===== src/rtl/btn_event_decoder.sv =====
// btn_event_decoder: turns a debounced button level into press, release, long-press and
// double-click strobes, and keeps a running press count.
module btn_event_decoder #(
  parameter int unsigned TIMER_BITS  = 24,
  parameter int unsigned LONG_PERIOD = 1000000,
  parameter int unsigned DBL_PERIOD  = 500000,
  parameter int unsigned CW          = 8
) (
  input  logic          i_clk,
  input  logic          i_reset,
  input  logic          i_btn,
  output logic          o_press,
  output logic          o_release,
  output logic          o_long,
  output logic          o_double,
  output logic          o_held,
  output logic [CW-1:0] o_count
);

  // state  | meaning
  // IDLE   | no press in progress, waiting for a first press
  // PRESS1 | first press held, timing toward a long press
  // WAIT2  | first press released short, double-click window open
  // PRESS2 | second press of a double-click held, timing toward a long press
  // LONG   | long press already reported, waiting for release
  typedef enum logic [2:0] {
    IDLE   = 3'd0,
    PRESS1 = 3'd1,
    WAIT2  = 3'd2,
    PRESS2 = 3'd3,
    LONG   = 3'd4
  } state_t;

  localparam logic [TIMER_BITS-1:0] LONG_LAST = TIMER_BITS'(LONG_PERIOD - 1);
  localparam logic [TIMER_BITS-1:0] DBL_LAST  = TIMER_BITS'(DBL_PERIOD - 1);
  localparam logic [TIMER_BITS-1:0] TIMER_ONE = TIMER_BITS'(1);
  localparam logic [CW-1:0]         COUNT_ONE = CW'(1);

  state_t                state;
  state_t                state_nxt;
  logic [TIMER_BITS-1:0] timer;
  logic [TIMER_BITS-1:0] timer_nxt;
  logic                  long_nxt;
  logic                  double_nxt;
  logic                  r_last;
  logic                  rise;
  logic                  fall;

  assign rise   = i_btn & ~r_last;
  assign fall   = ~i_btn & r_last;
  assign o_held = r_last;

  // Edge history keeps tracking the button through reset so a held button
  // does not look like a fresh press when reset releases.
  always_ff @(posedge i_clk) begin
    r_last <= i_btn;
  end

  always_ff @(posedge i_clk) begin
    if (i_reset) begin
      state     <= IDLE;
      timer     <= '0;
      o_press   <= 1'b0;
      o_release <= 1'b0;
      o_long    <= 1'b0;
      o_double  <= 1'b0;
      o_count   <= '0;
    end else begin
      state     <= state_nxt;
      timer     <= timer_nxt;
      o_press   <= rise;
      o_release <= fall;
      o_long    <= long_nxt;
      o_double  <= double_nxt;
      if (rise) begin
        o_count <= o_count + COUNT_ONE;
      end
    end
  end

  always_comb begin
    state_nxt  = state;
    timer_nxt  = timer;
    long_nxt   = 1'b0;
    double_nxt = 1'b0;
    case (state)
      IDLE: begin
        timer_nxt = '0;
        if (rise) begin
          state_nxt = PRESS1;
        end
      end
      PRESS1: begin
        // A release on the terminal cycle is still a short press.
        if (fall) begin
          state_nxt = WAIT2;
          timer_nxt = '0;
        end else if (timer == LONG_LAST) begin
          state_nxt = LONG;
          timer_nxt = '0;
          long_nxt  = 1'b1;
        end else begin
          timer_nxt = timer + TIMER_ONE;
        end
      end
      WAIT2: begin
        // A press on the timeout cycle still counts as the second click.
        if (rise) begin
          state_nxt  = PRESS2;
          timer_nxt  = '0;
          double_nxt = 1'b1;
        end else if (timer == DBL_LAST) begin
          state_nxt = IDLE;
          timer_nxt = '0;
        end else begin
          timer_nxt = timer + TIMER_ONE;
        end
      end
      PRESS2: begin
        if (fall) begin
          state_nxt = IDLE;
          timer_nxt = '0;
        end else if (timer == LONG_LAST) begin
          state_nxt = LONG;
          timer_nxt = '0;
          long_nxt  = 1'b1;
        end else begin
          timer_nxt = timer + TIMER_ONE;
        end
      end
      LONG: begin
        timer_nxt = '0;
        if (fall) begin
          state_nxt = IDLE;
        end
      end
      default: begin
        state_nxt = IDLE;
        timer_nxt = '0;
      end
    endcase
  end

endmodule


===== config.mk =====
export PLATFORM = sky130hd
export DESIGN_NAME = btn_event_decoder
export DESIGN_NICKNAME = d
export VERILOG_FILES = /design/src/rtl/btn_event_decoder.sv
export SDC_FILE = /design/constraint.sdc
export NUM_CORES = 1
export LEC_CHECK = 0
export ABC_AREA = 1
export CAP_MARGIN = 20
export CORE_MARGIN = 4
export CORE_UTILIZATION = 35
export DETAILED_ROUTE_END_ITERATION = 8
export SLEW_MARGIN = 20
export SYNTH_ARGS = -nofsm -noshare
export SYNTH_HDL_FRONTEND = slang
export SYNTH_SLANG_ARGS = --single-unit

===== constraint.sdc =====
create_clock -name i_clk -period 3.2 [get_ports i_clk]
set_input_delay 0.64 -clock i_clk [delete_from_list [all_inputs] [get_ports i_clk]]
set_output_delay 0.64 -clock i_clk [all_outputs]
set_load 0.01 [all_outputs]

* Word-level counts from Yosys, hierarchy flattened *
Cells that the tools add are included.

storage, ports and cells
  logic and storage cells = 45
  output and inout bits = 13
  bits in registers = 40
  input bits = 3

cells by class
  equality and inequality tests = 9
  bitwise logic cells = 6
  mux-type cells = 15
  $add $sub $neg = 2
  reductions and logical operators = 5

operators with widths
  operator                                         count
  two-way mux 24 bit                               4
  one-hot mux 24 bit (2 select lines)              1
  adder 24 x 1 -> 24 bit, second input constant    1
  == test 24 x 19 -> 1 bit, second input constant  1
  == test 24 x 20 -> 1 bit, second input constant  1
  two-way mux 3 bit                                7
  one-hot mux 3 bit (5 select lines)               1
  adder 8 x 1 -> 8 bit, second input constant      1
  == test 3 x 2 -> 1 bit, second input constant    2
  != test 2 bit, second input constant             2
  NOT 1 bit                                        4
  OR reduction 2 bit                               2
  == test 3 x 1 -> 1 bit, second input constant    1
  == test 3 bit, second input constant             1
  logical NOT 3 bit                                1
  != test 3 bit, second input constant             1
  AND reduction 3 bit                              1
  OR reduction 3 bit                               1
  AND 1 bit                                        2
  two-way mux 1 bit                                2

* Depth between registers and ports, before layout *
Gate-level depths: netlist of the first run.

  word-level depth = 4
  mapped depth = 11
  mapped depth without buffers = 10

* Least setup slack after synthesis of the first run *
Ideal clock, no wire load.

  path kind = input to register
  from = input i_reset
  to = register timer[12]
  arrival time = 1451 ps
  slack = 1683 ps
  stages = 5
  setup time = 66 ps
  required time = 3134 ps
  path through = clkbuf_1 > nor3_1 > nand2_4 > buf_6 > a21oi_2

RTL lines
  element                 line  text
  start: declaration      10    input logic i_reset,
  end signal: assignment  70    timer <= timer_nxt;
  end: declaration        41    logic [TIMER_BITS-1:0] timer;

* Worst setup path in the final report of the first run *
  from = register o_count[4]
  to = output o_count[4]

RTL lines
  element                   line  text
  start: declaration        17    output logic [CW-1:0] o_count
  start signal: assignment  76    o_count <= o_count + COUNT_ONE;

No word-level cell between the ends.

==> flow_summary.json, run 1 <==
{
  "status": "completed",
  "cp_num_buf_inv": 1,
  "syn_nets": 299,
  "grt_max_degree": 25,
  "path_depth": 1,
  "antenna_found_initial": 0,
  "p_seq_share_pct": 44.8,
  "min_period_ns": 1.923,
  "wl_met2_um": 1838,
  "combPwrFrac_pct": 6.4,
  "layout-drive-gt1-share_pct": 11.18,
  "irDropWorstVdd_uv": 325.2,
  "power_frac_clock_pct": 48.9,
  "nets": 317,
  "crit_family": "buffers and inverters",
  "synth_top_cells_by_count": "nor2_1 (66), nand2_1 (62), dfxtp_1 (40), inv_1 (27), nor3_1 (15)",
  "syn2layout_area_growth_pct": 17.93,
  "cp-endpoint": "o_count[4]",
  "grt_pass1_wl_um": 7362,
  "htree_num_levels": 2,
  "met3_length_um": 148,
  "synth_top_area_cell": "dfxtp_1",
  "wl_per_cell_um": 11.11,
  "synthCells": 294,
  "tightest_slew_ns": 0.3540,
  "min_path_type": "reg2reg",
  "antenna_cells": 0,
  "clock_latency_ns": 0.29,
  "worstPathRequired_ns": 2.56,
  "cts_buffers": 5,
  "path_clk_slew_ns": 0.08,
  "synth-warning-count": 0,
  "synth-main-ff-cell": "dfxtp_1",
  "drtIter0Drc": 103,
  "cts_tree": "done",
  "fin_hold_ws_ns": 0.4833,
  "die_area_um2": 7152,
  "switchingPower_uw": 240.5,
  "synthesis.area_um2": 2052,
  "postRouteAntennaNets": 0,
  "cts_resized": 0,
  "yosysMostFrequentCell": "nor2_1",
  "routed.top_layer": "met4",
  "cp_slowest_cell": "clkdlybuf4s50_1",
  "switching_share_pct": 20.58,
  "track_usage_pct": 12.46,
  "timing.rr.start": "timer[0]$_SDFF_PP0_",
  "p_int_uw": 928.5,
  "cp-end-kind": "output port",
  "cp_cell_sequence": "clkdlybuf4s50_1",
  "drt_first_pass_iters": 4,
  "slew_viol_final": 0,
  "tns_ns": 0,
  "max_stage_delay_ns": 0.57,
  "leakagePower_uw": 0.0008754,
  "clock.fmax_ghz": 0.5200,
  "relSlewSlack_pct": 76.32,
  "drcViolationCount": 0,
  "via_count": 1792,
  "timing_hold_violations_final": 0,
  "core_um2": 5608,
  "r2r_slack_ns": 1.58,
  "grt_overflow": 0,
  "ys_seq_area_share_pct": 39.02,
  "r2r-end": "timer[17]$_SDFF_PP0_",
  "gp_congestion": 0.8371,
  "start_kind": "flop",
  "post_cts_buffers": 0,
  "finClkSkew_ns": 0.008780,
  "initial_utilization_pct": 36.59,
  "reg2reg_depth": 10,
  "die_x_um": 84.57,
  "cts_hold_buf": 0,
  "power_density_nw_per_um2": 483.1,
  "ys_ff_latch": 40,
  "synth_top_area_share_pct": 39.02,
  "portBuffers": 15,
  "dp_hpwl_um": 3226,
  "cts.sinks": 40,
  "viasPerCell": 4.655,
  "crit_type": "reg2out",
  "syn_avg_cell_area_um2": 6.979,
  "synth_cell_types": 30,
  "fin_crit_sh_pct": 60.09,
  "rsz0062_at_grt": "no",
  "setup_viol": 0,
  "totalWireLength_um": 4276,
  "crit_fanout": 6,
  "cts_buffer_depth": 2,
  "die-height_um": 84.57,
  "rows": 27,
  "cap_violations": 0,
  "critPathLaunch": "o_count[4]$_SDFFE_PP0P_",
  "synth_area_leaders": "dfxtp_1 (39%), nor2_1 (12%), nand2_1 (11%), inv_1 (4.9%), xor2_1 (3.8%)",
  "cp_data_arrival_time_ns": 1.28,
  "grt_pass1_vias": 1662,
  "async_reset_ff_share_pct": 0,
  "cts-root-buf": "clkbuf_8",
  "synth_edf_count": 0,
  "io_pins": 16,
  "wl_met1_um": 2235
}
registers in the layout, indices dropped and copies added (netlist names):
signal     flops
o_count        8
o_double       1
o_held         1
o_long         1
o_press        1
o_release      1
state          3
timer         24
cells by family (layout without fill, tap and decap cells):
family,Yosys count,count (layout),share of synthesized area (%)
xor+xnor,15,15,6.403
flops,40,40,39.02
compound gates,15,15,4.147
simple gates,183,183,41.28
fa+ha+maj,2,2,1.219
buf+inv,39,58,7.927
power by group through the flow:
| stage | registers (uW) | clock network [uW] | logic, uW |
|---|---|---|---|
| 6_report | 523 | 571 | 74.5 |
| 5_1_grt | 525 | 598 | 82.8 |
| 4_1_cts | 523 | 584 | 74.6 |
| 3_5_place_dp | 535 | 0 | 74.6 |
| 3_3_place_gp | 535 | 0 | 73.3 |
| 2_1_floorplan | 528 | 0 | 61.8 |
layer usage:
metal / up-vias / track usage [%]
met3: 5 / 2.846
met1: 799 / 16.77
li1: 966 / -
met2: 22 / 19.36
met4: 0 / 4.748
met5: - / 0
per-stage QoR:
stage	utilization, %	power [uW]	setup WS (ns)	std cells	area (um2)
6_report	43.15	1169	1.277	385	2420
4_1_cts	43.15	1182	1.260	385	2420
3_3_place_gp	40.32	608.1	1.064	377	2261
2_1_floorplan	-	590.0	1.683	294	2052
5_1_grt	43.15	1206	1.174	385	2420
3_5_place_dp	40.32	609.4	1.024	377	2261
worst min-delay path by stage:
stage                          endpoint  slack (ns)                start  cells past startpoint
CTS                 timer[0]$_SDFF_PP0_        0.48  timer[0]$_SDFF_PP0_                      1
floorplan           timer[0]$_SDFF_PP0_        0.43  timer[0]$_SDFF_PP0_                      1
global route        timer[0]$_SDFF_PP0_        0.49  timer[0]$_SDFF_PP0_                      1
global placement    timer[0]$_SDFF_PP0_        0.45  timer[0]$_SDFF_PP0_                      1
finish              timer[0]$_SDFF_PP0_        0.48  timer[0]$_SDFF_PP0_                      1
detailed placement  timer[0]$_SDFF_PP0_        0.46  timer[0]$_SDFF_PP0_                      1
cell type report:
class | count | area (um2)
multi-input combinational | 215 | 1089
clock buffer | 5 | 68.82
fill | 593 | 3188
clock inverter | 3 | 90.09
timing repair buffer | 15 | 150.1
inverter | 35 | 131.4
sequential | 40 | 800.8
tap | 72 | 90.09
cell usage in the layout (no fill, tap or decap):
cell type        count
nor2_4               2
nor2_1              66
nor4_4               1
nand3_2              1
nand2_1             62
xnor2_1              6
clkdlybuf4s50_1     15
a21boi_1             1
clkbuf_8             5
nand4_1              7
dfxtp_1             40
nor3b_2              1
nand2_2              4
clkinv_1             1
o21ai_1              2
a31oi_1              1
inv_1               27
nand3_1             14
a21oi_2              1
nor3_2               5
xor2_1               9
nand2_4              1
a21oi_1              5
inv_2                7
o211ai_1             1
ha_1                 2
o21ai_0              4
nor2_2               4
nor3_1              15
bufinv_16            3
Note: power is estimated with default switching activity, not from simulation.
==> run 2, diff against run 1 <==
- clock period: 3.2 -> 1.8 ns (I/O delays scaled with it)
==> flow_summary.json, run 2 (synthesis gave the netlist of run 1 again) <==
{
  "drtIter0Drc": 70,
  "finClkSkew_ns": 0.008726,
  "min_path_type": "reg2reg",
  "drcViolationCount": 0,
  "cp-end-kind": "output port",
  "slew_viol_final": 0,
  "setup_viol": 0,
  "dpl.cell_count": 384,
  "crit_family": "buffers and inverters",
  "gp_congestion": 0.8446,
  "die_x_um": 84.57,
  "path_clk_slew_ns": 0.08,
  "design_area_um2": 2425,
  "die-height_um": 84.57,
  "crit_fanout": 6,
  "cp_num_buf_inv": 1,
  "clock.fmax_ghz": 0.6070,
  "cts_resized": 0,
  "die_area_um2": 7152,
  "fill_cells": 615,
  "grt_pass1_vias": 1755,
  "worstPathRequired_ns": 1.44,
  "timing_hold_violations_final": 0,
  "placed_area_um2": 2313,
  "tightest_slew_ns": 0.3547,
  "portBuffers": 15,
  "rows": 27,
  "largest_reg_flops": 24,
  "status": "completed",
  "crit_type": "reg2out",
  "layout-drive-gt1-share_pct": 13.13,
  "cap_violations": 0,
  "antenna_found_initial": 0,
  "clock_latency_ns": 0.30,
  "power_density_nw_per_um2": 742.8,
  "track_usage_pct": 13.07,
  "htree_num_levels": 2,
  "dp_hpwl_um": 3285,
  "drt_first_pass_iters": 4,
  "cp_slowest_cell": "clkdlybuf4s50_1",
  "top_register": "timer",
  "io_pins": 16,
  "cp_data_arrival_time_ns": 1.29,
  "fin_util_pct": 43.24,
  "syn2layout_area_growth_pct": 18.17,
  "viasPerCell": 4.727,
  "cts-root-buf": "clkbuf_8",
  "leakagePower_uw": 0.0008842,
  "wl_per_cell_um": 11.12,
  "irDropWorstVdd_uv": 330.3,
  "fin_crit_sh_pct": 91.52,
  "nets": 324,
  "post_cts_buffers": 0,
  "cts_tree": "done",
  "fin_cells": 392,
  "via_count": 1853,
  "cp_cell_sequence": "clkdlybuf4s50_1",
  "cts_buffer_depth": 2,
  "start_kind": "flop",
  "relSlewSlack_pct": 76.17,
  "cts_hold_buf": 0,
  "reg.largest.list": "timer: 24 flops, o_count: 8 flops, state: 3 flops",
  "totalWireLength_um": 4358,
  "max_stage_delay_ns": 0.57,
  "grt_overflow": 0,
  "multiInputGateArea_um2": 1089,
  "antenna_cells": 0,
  "final_common_cell": "nor2_1",
  "grt_pass1_wl_um": 7748,
  "core_um2": 5608,
  "rsz0062_at_grt": "no",
  "cts.sinks": 40,
  "cts_buffers": 5,
  "register_area_um2": 800.8,
  "min_period_ns": 1.647,
  "initial_utilization_pct": 36.59,
  "grt_max_degree": 25,
  "final_cell_mix": "nor2_1 (66), nand2_1 (62), dfxtp_1 (40)",
  "postRouteAntennaNets": 0
}
==> run 2: layer usage <==
layer | part of all wire [%] | GRT usage (%)
met1 | 52 | 17.81
met2 | 44 | 19.79
met3 | 2.8 | 3.827
met4 | 1.3 | 4.173
met5 | 0 | 0
==> run 2: area by class of cell <==
type / instances / share of cell area (%)
flip-flops and latches: 40 / 33.02
multi-input cells: 215 / 44.89
well taps: 72 / 3.715
clock inverters: 3 / 1.754
repair buffers: 22 / 8.359
clock buffers: 5 / 2.838
inverters: 35 / 5.418
==> run 2: worst paths after layout <==
kind                                               from  slack, ns                   end  depth (start not counted)
worst max-delay path            o_count[4]$_SDFFE_PP0P_       0.15            o_count[4]                          1
worst min-delay path                timer[0]$_SDFF_PP0_       0.47   timer[0]$_SDFF_PP0_                          1
worst max register to register      timer[0]$_SDFF_PP0_       0.23  timer[20]$_SDFF_PP0_                          9
worst min register to register      timer[0]$_SDFF_PP0_       0.47   timer[0]$_SDFF_PP0_                          1
==> run 2: per-stage QoR <==
step	worst slack (ns)	power [uW]	hold WS [ns]	setup TNS (ns)
6_report	0.1527	1801	0.4742	0
5_1_grt	0.02449	1884	0.5237	0
4_1_cts	0.1453	1830	0.4749	0
3_5_place_dp	-0.03188	1091	0.4559	-0.08681
3_3_place_gp	0.0003265	1092	0.4489	0
2_1_floorplan	0.4023	1049	0.3877	0
==> run 2: report_power, final <==
part / total [uW] / switching [uW] / internal (uW) / leakage, uW
logic: 141 / 79.5 / 61.7 / 0.000507
clock network: 731 / 321 / 410 / 0.0000541
registers: 929 / 27.2 / 902 / 0.000324
total: 1800 / 427 / 1370 / 0.000884
==> run 3, diff against run 2 <==
- RECOVER_POWER: default -> 25
- clock period: 1.8 -> 1.65 ns (I/O delays scaled with it)
==> flow_summary.json, run 3 (synthesis gave the netlist of run 1 again) <==
{
  "status": "completed",
  "start_kind": "flop",
  "slew_viol_final": 0,
  "top_register": "timer",
  "finClkSkew_ns": 0.01068,
  "cts_buffers": 5,
  "drtIter0Drc": 117,
  "r2r-end": "timer[3]$_SDFF_PP0_",
  "syn2layout_area_growth_pct": 22.68,
  "wl_met1_um": 2371,
  "p_total_uw": 1978,
  "dp_hpwl_um": 3421,
  "cts_buffer_depth": 2,
  "gp_congestion": 0.8972,
  "final_cell_mix": "nor2_1 (66), nand2_1 (62), dfxtp_1 (38)",
  "fill_cells": 607,
  "crit_family": "buffers and inverters",
  "rows": 27,
  "tightest_slew_ns": 0.4722,
  "viasPerCell": 4.577,
  "die_x_um": 84.57,
  "crit_type": "reg2out",
  "cts.sinks": 40,
  "cap_violations": 0,
  "antenna_found_initial": 0,
  "layout-drive-gt1-share_pct": 15.76,
  "antenna_cells": 0,
  "die-height_um": 84.57,
  "grt_max_degree": 13,
  "cp_slowest_cell": "clkdlybuf4s50_1",
  "core_um2": 5608,
  "cp_cell_sequence": "clkdlybuf4s50_1",
  "reg.largest.list": "timer: 24 flops, o_count: 8 flops, state: 3 flops",
  "cp_data_arrival_time_ns": 1.25,
  "power_density_nw_per_um2": 785.7,
  "drt_first_pass_iters": 4,
  "die_area_um2": 7152,
  "reg2reg_depth": 11,
  "fin_hold_ws_ns": 0.4956,
  "grt_overflow": 0,
  "cts_hold_buf": 0,
  "leakagePower_uw": 0.0009512,
  "grt_pass1_wl_um": 7776,
  "wl_per_cell_um": 11.08,
  "portBuffers": 15,
  "track_usage_pct": 12.97,
  "holdPathStages": 2,
  "min_from": "o_count[7]$_SDFFE_PP0P_",
  "r2r_slack_ns": 0.10,
  "met3_length_um": 174,
  "clock_latency_ns": 0.29,
  "via_count": 1840,
  "min_period_ns": 1.579,
  "setup_viol": 0,
  "worstPathRequired_ns": 1.32,
  "clock.fmax_ghz": 0.6332,
  "cp-end-kind": "output port",
  "initial_utilization_pct": 36.59,
  "io_pins": 16,
  "irDropWorstVdd_uv": 424.9,
  "totalWireLength_um": 4456,
  "postRouteAntennaNets": 0,
  "htree_num_levels": 2,
  "largest_reg_flops": 24,
  "max_stage_delay_ns": 0.56,
  "fin_crit_sh_pct": 95.72,
  "cts_tree": "done",
  "nets": 334,
  "holdPathEnd": "o_count[7]$_SDFFE_PP0P_",
  "final_common_cell": "nor2_1",
  "cts-root-buf": "clkbuf_8",
  "timing_hold_violations_final": 0,
  "relSlewSlack_pct": 68.52,
  "routed.top_layer": "met4",
  "cp_num_buf_inv": 1,
  "min_path_type": "reg2reg",
  "drcViolationCount": 0,
  "wl_met2_um": 1856,
  "grt_pass1_vias": 1756,
  "crit_fanout": 3,
  "timing.rr.start": "timer[1]$_SDFF_PP0_",
  "path_clk_slew_ns": 0.08
}
[run 3: cell count changes in the layout (fill, tap and decap cells not counted), moves of 2 or more]
cell and change:
clkdlybuf4s50_1 -3, buf_12 +2, clkbuf_1 +2, dfxtp_1 -2
dfxtp_2 +2, dlygate4sd3_1 +3, buf_4 +6
[run 3: routing by layer]
| layer | up-vias | track usage (%) |
|---|---|---|
| met1 | 805 | 18.85 |
| li1 | 992 | - |
| met3 | 6 | 2.846 |
| met5 | - | 0 |
| met4 | 0 | 4.173 |
| met2 | 37 | 18.93 |
[run 3: area by class of cell]
| cell class | instances | area [um2] | share of cell area [%] |
|---|---|---|---|
| Inverter | 35 | 131.4 | 5.219 |
| Clock inverter | 2 | 35.03 | 1.392 |
| Multi-Input combinational cell | 215 | 1086 | 43.14 |
| Clock buffer | 6 | 72.57 | 2.883 |
| Tap cell | 72 | 90.09 | 3.579 |
| Timing Repair Buffer | 32 | 299.0 | 11.88 |
| Sequential cell | 40 | 803.3 | 31.91 |
[run 3: worst max-delay path by stage]
| stage | cells after the start | from | end |
|---|---|---|---|
| 5_1_grt | 11 | timer[1]$_SDFF_PP0_ | timer[23]$_SDFF_PP0_ |
| 2_1_floorplan | 11 | timer[0]$_SDFF_PP0_ | timer[11]$_SDFF_PP0_ |
| 3_5_place_dp | 10 | i_btn | o_count[5]$_SDFFE_PP0P_ |
| 3_3_place_gp | 10 | i_btn | o_count[5]$_SDFFE_PP0P_ |
| 4_1_cts | 1 | o_count[4]$_SDFFE_PP0P_ | o_count[4] |
| 6_report | 1 | o_held$_DFF_P_ | o_held |
[run 3: report_power, final]
| part | switching, uW | internal, uW | total, uW |
|---|---|---|---|
| registers | 28.7 | 984 | 1010 |
| clock network | 347 | 449 | 796 |
| logic | 89.6 | 79.4 | 169 |
| total | 465 | 1510 | 1980 |
[run 3: timing repair]
action	4_1_cts	5_1_grt
buffers inserted	0	0
resized for setup	0	3
endpoints found under the setup margin	0	27
[run 3: through the flow]
step	util (%)	TNS (ns)	worst slack (ns)	instance area (um2)	cells
6_report	44.89	0	0.07063	2517	402
5_1_grt	44.89	-0.007564	-0.004325	2517	402
2_1_floorplan	-	0	0.2523	2052	294
3_5_place_dp	43.04	-2.402	-0.1499	2414	394
4_1_cts	44.96	0	0.03392	2521	402
3_3_place_gp	43.04	-1.270	-0.1232	2414	394
